===== config.mk =====
export PLATFORM = sky130hd
export DESIGN_NAME = cpc_mem_arbiter
export DESIGN_NICKNAME = d
export VERILOG_FILES = /design/src/rtl/cpc_mem_arbiter.sv
export SDC_FILE = /design/constraint.sdc
export NUM_CORES = 1
export LEC_CHECK = 0
export CORE_ASPECT_RATIO = 1.2
export CORE_MARGIN = 2
export CORE_UTILIZATION = 40
export DETAILED_ROUTE_END_ITERATION = 12
export GPL_ROUTABILITY_DRIVEN = 0
export GPL_TIMING_DRIVEN = 0
export PLACE_DENSITY = 0.77
export SLEW_MARGIN = 30
export SYNTH_ARGS = -nofsm -noshare
export SYNTH_HDL_FRONTEND = slang
export SYNTH_SLANG_ARGS = --single-unit

===== constraint.sdc =====
create_clock -name clk -period 1.8 [get_ports clk]
set_input_delay 0.36 -clock clk [delete_from_list [all_inputs] [get_ports clk]]
set_output_delay 0.36 -clock clk [all_outputs]
set_load 0.1 [all_outputs]

===== src/rtl/cpc_mem_arbiter.sv =====
// ----------------------------------------------------------------------------
// cpc_mem_arbiter
//
// Shares the single external memory port between the CPU (byte accesses
// through the MMU) and the gate-array video fetch (16-bit word reads).
// Only one access is in flight at a time. The CPU is stalled through
// cpu_wait until its access completes. Video is allowed at most MAX_VID
// consecutive grants while the CPU is pending, so the CPU cannot be starved.
//
// Parameters
//   ADDR_W    byte address width of the memory port
//   VID_BASE  byte base address of the video window
//   MAX_VID   consecutive video grants allowed while the CPU waits (1..7)
//   TIMEOUT   cycles to wait for mem_ack before aborting (1..255)
//
// Ports
//   clk, reset_n           clock, asynchronous active-low reset
//   vid_req/vid_addr       video word read request (level) and word address
//   vid_data/vid_ack       video read word and one-cycle completion pulse
//   cpu_rd/cpu_wr          CPU byte read / write request (level)
//   cpu_addr/cpu_wdata     CPU byte address and write byte
//   cpu_rdata/cpu_ack      CPU read byte and one-cycle completion pulse
//   cpu_wait               CPU stall, combinational
//   mem_req/mem_we         memory request (held until mem_ack) and write enable
//   mem_addr/mem_wdata     memory byte address and write byte
//   mem_ack/mem_rdata      memory completion and read word
//   err_timeout            sticky flag for any aborted access
// ----------------------------------------------------------------------------
module cpc_mem_arbiter #(
   parameter int                ADDR_W   = 23,
   parameter logic [ADDR_W-1:0] VID_BASE = '0,
   parameter int                MAX_VID  = 3,
   parameter int                TIMEOUT  = 63
) (
   input  logic              clk,
   input  logic              reset_n,
   // video fetch side
   input  logic              vid_req,
   input  logic [14:0]       vid_addr,
   output logic [15:0]       vid_data,
   output logic              vid_ack,
   // CPU side
   input  logic              cpu_rd,
   input  logic              cpu_wr,
   input  logic [ADDR_W-1:0] cpu_addr,
   input  logic [7:0]        cpu_wdata,
   output logic [7:0]        cpu_rdata,
   output logic              cpu_ack,
   output logic              cpu_wait,
   // memory controller side
   output logic              mem_req,
   output logic              mem_we,
   output logic [ADDR_W-1:0] mem_addr,
   output logic [7:0]        mem_wdata,
   input  logic              mem_ack,
   input  logic [15:0]       mem_rdata,
   // status
   output logic              err_timeout
);

   localparam logic [2:0] STREAK_MAX = 3'(MAX_VID);
   // The abort decision is taken in the cycle whose timer increment would
   // make it reach TIMEOUT, so mem_req is high for exactly TIMEOUT cycles.
   localparam logic [7:0] TMO_LAST   = 8'(TIMEOUT - 1);

   typedef enum logic [1:0] {
      IDLE  = 2'd0,
      V_ACC = 2'd1,
      C_ACC = 2'd2,
      DONE  = 2'd3
   } state_t;

   state_t      state;
   logic [2:0]  streak;
   logic [7:0]  timer;

   logic        cpu_pend;
   logic        grant_cpu;
   logic        grant_vid;

   // Saturating increment of the video streak counter.
   function automatic logic [2:0] streak_inc(input logic [2:0] s);
      if (s >= STREAK_MAX) begin
         return STREAK_MAX;
      end
      return s + 3'd1;
   endfunction

   // Video word address to memory byte address; wraps modulo 2^ADDR_W.
   function automatic logic [ADDR_W-1:0] vid_byte_addr(input logic [14:0] wa);
      return VID_BASE + ADDR_W'({wa, 1'b0});
   endfunction

   // Byte lane select for a CPU read.
   function automatic logic [7:0] cpu_byte(input logic odd, input logic [15:0] w);
      return odd ? w[15:8] : w[7:0];
   endfunction

   assign cpu_pend  = cpu_rd | cpu_wr;
   assign cpu_wait  = cpu_pend & ~cpu_ack;

   // Video wins unless the CPU has waited through a full streak of
   // video grants, or video is not asking at all.
   assign grant_cpu = cpu_pend & (~vid_req | (streak == STREAK_MAX));
   assign grant_vid = vid_req & ~grant_cpu;

   always_ff @(posedge clk or negedge reset_n) begin
      if (!reset_n) begin
         state       <= IDLE;
         streak      <= 3'd0;
         timer       <= 8'd0;
         mem_req     <= 1'b0;
         mem_we      <= 1'b0;
         mem_addr    <= '0;
         mem_wdata   <= 8'd0;
         vid_data    <= 16'd0;
         vid_ack     <= 1'b0;
         cpu_rdata   <= 8'd0;
         cpu_ack     <= 1'b0;
         err_timeout <= 1'b0;
      end else begin
         vid_ack <= 1'b0;
         cpu_ack <= 1'b0;

         unique case (state)
            IDLE: begin
               timer <= 8'd0;
               if (grant_cpu) begin
                  state     <= C_ACC;
                  streak    <= 3'd0;
                  mem_req   <= 1'b1;
                  // a simultaneous read and write is serviced as a write
                  mem_we    <= cpu_wr;
                  mem_addr  <= cpu_addr;
                  mem_wdata <= cpu_wdata;
               end else if (grant_vid) begin
                  state    <= V_ACC;
                  streak   <= streak_inc(streak);
                  mem_req  <= 1'b1;
                  mem_we   <= 1'b0;
                  mem_addr <= vid_byte_addr(vid_addr);
               end else if (!vid_req) begin
                  streak <= 3'd0;
               end
            end

            V_ACC: begin
               if (mem_ack) begin
                  state    <= DONE;
                  mem_req  <= 1'b0;
                  vid_ack  <= 1'b1;
                  vid_data <= mem_rdata;
               end else if (timer == TMO_LAST) begin
                  state       <= DONE;
                  mem_req     <= 1'b0;
                  vid_ack     <= 1'b1;
                  vid_data    <= 16'hFFFF;
                  err_timeout <= 1'b1;
               end else begin
                  timer <= timer + 8'd1;
               end
            end

            C_ACC: begin
               if (mem_ack) begin
                  state   <= DONE;
                  mem_req <= 1'b0;
                  cpu_ack <= 1'b1;
                  // mem_addr still holds cpu_addr, so bit 0 picks the lane
                  if (!mem_we) begin
                     cpu_rdata <= cpu_byte(mem_addr[0], mem_rdata);
                  end
               end else if (timer == TMO_LAST) begin
                  state       <= DONE;
                  mem_req     <= 1'b0;
                  cpu_ack     <= 1'b1;
                  err_timeout <= 1'b1;
                  if (!mem_we) begin
                     cpu_rdata <= 8'hFF;
                  end
               end else begin
                  timer <= timer + 8'd1;
               end
            end

            DONE: begin
               // the ack pulse is visible during this single cycle
               state  <= IDLE;
               mem_we <= 1'b0;
            end

            default: begin
               state   <= IDLE;
               mem_req <= 1'b0;
            end
         endcase
      end
   end

endmodule


==> tab_implementation.tex <==
\begin{tabular}{lr}
\hline
Metric & Value \\
\hline
\multicolumn{2}{l}{\textbf{Outcome}} \\
Result of the run & complete, but fails checks \\
Violations in the final reports & negative setup slack \\
\multicolumn{2}{l}{\textbf{Worst setup path}} \\
Number of buffers and inverters on the critical path & 2 \\
Startpoint type of the worst setup path & flop \\
Reg2reg start & streak[1]\$\_DFFE\_PN0N\_ \\
Cell count of the worst reg-to-reg path & 8 \\
CP max FO & 7 \\
Crit path DAT & 2.12 ns \\
Crit Reg-Reg Endpoint & mem\_wdata[0]\$\_DFFE\_PN0P\_ \\
Delay of the slowest cell on the worst path & 0.41 ns \\
WS Path Type & reg -> reg \\
Highest-delay cell along the critical path & dfrtp\_1 \\
Cell family contributing the most delay on the critical path & simple AND/OR/NAND/NOR gates \\
CP required & 2.04 ns \\
CP cell instances & ha\_2 -> ha\_4 -> nand2b\_4 -> nor2b\_4 -> and2\_4 -> buf\_8 -> buf\_6 -> mux2\_4 \\
Setup slack of the worst register-to-register path & -0.08 ns \\
Crit end category & flop \\
\multicolumn{2}{l}{\textbf{Logic synthesis}} \\
Post-Syn Area per Cell & 11.8 um2 \\
Sequential share of the synthesized area & 0.547 \\
Syn Nets & 359 \\
Most common library cells after synthesis & dfrtp\_1, mux2i\_1, nand2\_1 \\
Proportion of netlist area held by the largest area contributor & 0.547 \\
Synth async-reset ratio & 1.00 \\
Number of register bits inferred by synthesis & 73 \\
Top cell type by total area after synthesis & dfrtp\_1 \\
Total standard cell area after synthesis & 3340 um2 \\
Number of instances in the synthesized netlist & 282 \\
Warnings from Yosys & 0 \\
Most repeated cell in the gate-level netlist after synthesis & dfrtp\_1 \\
Number of flops mapped to enable cells by yosys & 0 \\
Largest cells by area after synthesis & dfrtp\_1, mux2i\_1, o22a\_1 \\
Distinct cell type count after synthesis & 48 \\
Commonest register cell after synthesis & dfrtp\_1 \\
\multicolumn{2}{l}{\textbf{Floorplanning}} \\
Chip Height & 104 um \\
I/O Pins & 129 \\
Area enclosed by the die boundary & 9100 um2 \\
Row count & 36 \\
DIE WIDTH & 87.4 um \\
Starting density of the core & 0.412 \\
Total core area & 8110 um2 \\
\multicolumn{2}{l}{\textbf{Route}} \\
Post-detailed-route wirelength per cell & 16.8 um \\
Metal2 WL & 4.80 mm \\
Starting DRC count in detailed routing & 126 \\
Via Count & 2,923 \\
Antenna-violating nets left & 0 \\
Remaining design rule violation count & 0 \\
Total routed wire length on the met1 layer & 3.54 mm \\
1st-pass router iterations & 4 \\
Highest routed layer & met4 \\
Sum of met3 wire segment lengths after detailed routing & 629 um \\
Total wirelength of the detailed-routed design & 9.13 mm \\
Via-to-Cell Ratio & 5.37 \\
\multicolumn{2}{l}{\textbf{Global routing}} \\
Initial antenna violation count & 0 \\
Maximum number of pins on one net before global-route repair & 50 \\
Vias in the first global route & 3,067 \\
Overflow left after global routing & 0 \\
Wire length of the first global-routing pass & 14.3 mm \\
Gr usage total & 0.198 \\
\multicolumn{2}{l}{\textbf{CTS}} \\
Number of buffers on the longest clock path & 2 \\
CTS Buf Count & 9 \\
H-tree Lvls & 3 \\
Clock-pin slew of the registers on the worst-case setup and hold paths & 0.09 ns \\
Number of sinks on the clock net & 73 \\
Clock root buffer & clkbuf\_8 \\
TritonCTS clock tree & built \\
Clock network latency to the later pin of the worst-skew pair & 0.35 ns \\
\multicolumn{2}{l}{\textbf{STA}} \\
Clock Skew & 0.0104 ns \\
Post-layout minimum cycle time & 1.88 ns \\
Final setup violation count & 12 \\
Relative max-transition margin & 0.572 \\
Setup repair after global routing missed its margin & yes \\
Final period util & 1.04 \\
Post-layout worst setup margin & -0.0789 ns \\
Least-Margin Pin Slew & 0.642 ns \\
Final Hold Fails & 0 \\
F\_max & 532 MHz \\
Max Slew Vio Count & 0 \\
\multicolumn{2}{l}{\textbf{Final layout}} \\
Footprint of the multi-input gates & 1510 um2 \\
Number of nets in the layout & 521 \\
\# diodes & 0 \\
Count of fill cells added during filler insertion & 604 \\
Layout cells sized above 1 & 0.339 \\
Area used by sequential logic in the layout & 1830 um2 \\
Layout-stage area growth over the synthesis result & 62.1\% \\
\multicolumn{2}{l}{\textbf{Placed design}} \\
Worst slack at placement & -0.821 ns \\
IO Port Bufs & 127 \\
DP HPWL & 6.16 mm \\
\multicolumn{2}{l}{\textbf{Worst hold path}} \\
Tightest Hold Check Type & in -> async \\
\multicolumn{2}{l}{\textbf{Job}} \\
Max-cap viol count & 0 \\
\hline
\end{tabular}
worst max path at each step:
| stage | start | end | slack (ns) | cells after the start |
|---|---|---|---|---|
| global route | streak[1]$_DFFE_PN0N_ | mem_wdata[7]$_DFFE_PN0P_ | -0.11 | 8 |
| finish | streak[1]$_DFFE_PN0N_ | mem_wdata[0]$_DFFE_PN0P_ | -0.08 | 8 |
| floorplan | streak[0]$_DFFE_PN0N_ | mem_wdata[6]$_DFFE_PN0P_ | 0.007 | 8 |
| detailed placement | cpu_wr | cpu_wait | -0.82 | 4 |
| global placement | reset_n | vid_data[0]$_DFFE_PN0P_ | -2.09 | 1 |
| CTS | streak[1]$_DFFE_PN0N_ | mem_wdata[6]$_DFFE_PN0P_ | -0.10 | 8 |
timing repair:
action	CTS	global route
gates resized for setup	210	29
endpoints found under the setup margin	117	65
setup buffers	6	14
pin swaps	3	6
hold buffers	1	0
cloned	0	3
hold endpoints to repair	24	0
flip-flops by register name, summed over array words and instances, names as in the netlist:
register     count
timer            8
err_timeout      1
mem_wdata        8
cpu_ack          1
cpu_rdata        8
vid_data        16
mem_req          1
vid_ack          1
mem_we           1
mem_addr        23
state            2
streak           3
final cells by class:
class	count	share of cell area
Clock buffer	9	0.0229
Sequential cell	73	0.338
Inverter	11	0.00832
Timing Repair Buffer	152	0.294
Clock inverter	7	0.0111
Tap cell	95	0.0220
Buffer	18	0.0245
Multi-Input combinational cell	179	0.279
cell usage in the layout, fill, tap and decap left out, types with 4 or more instances in the layout:
| cell type | count |
|---|---|
| dfrtp_1 | 72 |
| clkdlybuf4s50_1 | 62 |
| clkdlybuf4s15_2 | 60 |
| mux2i_1 | 24 |
| nand2_1 | 23 |
| o21ai_0 | 21 |
| buf_4 | 20 |
| o22a_1 | 17 |
| buf_6 | 9 |
| clkbuf_8 | 9 |
| a22o_1 | 8 |
| a2bb2oi_2 | 8 |
| clkbuf_1 | 7 |
| inv_1 | 7 |
| mux2_2 | 7 |
| nand3_1 | 6 |
| a211oi_1 | 5 |
| ha_1 | 5 |
| clkinvlp_4 | 4 |
| nor2_1 | 4 |
logic make-up after synthesis:
kind of cell | synth area share
multiplexers | 0.0989
flip-flops | 0.547
buffers and inverters | 0.0427
AO/OA/AOI/OAI | 0.181
adder cells (fa/ha/maj) | 0.0337
AND/OR/NAND/NOR | 0.0963
metal layers:
| layer | up-vias | track usage |
|---|---|---|
| met2 | 111 | 0.330 |
| met4 | 0 | 0.0725 |
| li1 | 1361 | - |
| met3 | 17 | 0.0659 |
| met1 | 1434 | 0.235 |
| met5 | - | 0 |
through the flow:
stage          cells  utilization  instance area (um2)  TNS, ns  hold slack [ns]
6_report         544        0.668                 5410   -0.470            0.448
5_1_grt          544        0.668                 5410    -1.95            0.462
3_3_place_gp     504        0.586                 4750  -164.47            0.459
2_1_floorplan    282            -                 3360        0           0.0644
3_5_place_dp     505        0.589                 4780   -13.85            0.296
4_1_cts          527        0.639                 5180   -0.279            0.454
Power is left out: the tool's default activity adds up to more than one toggle a clock period on the data nets, which glitch-free logic cannot reach.
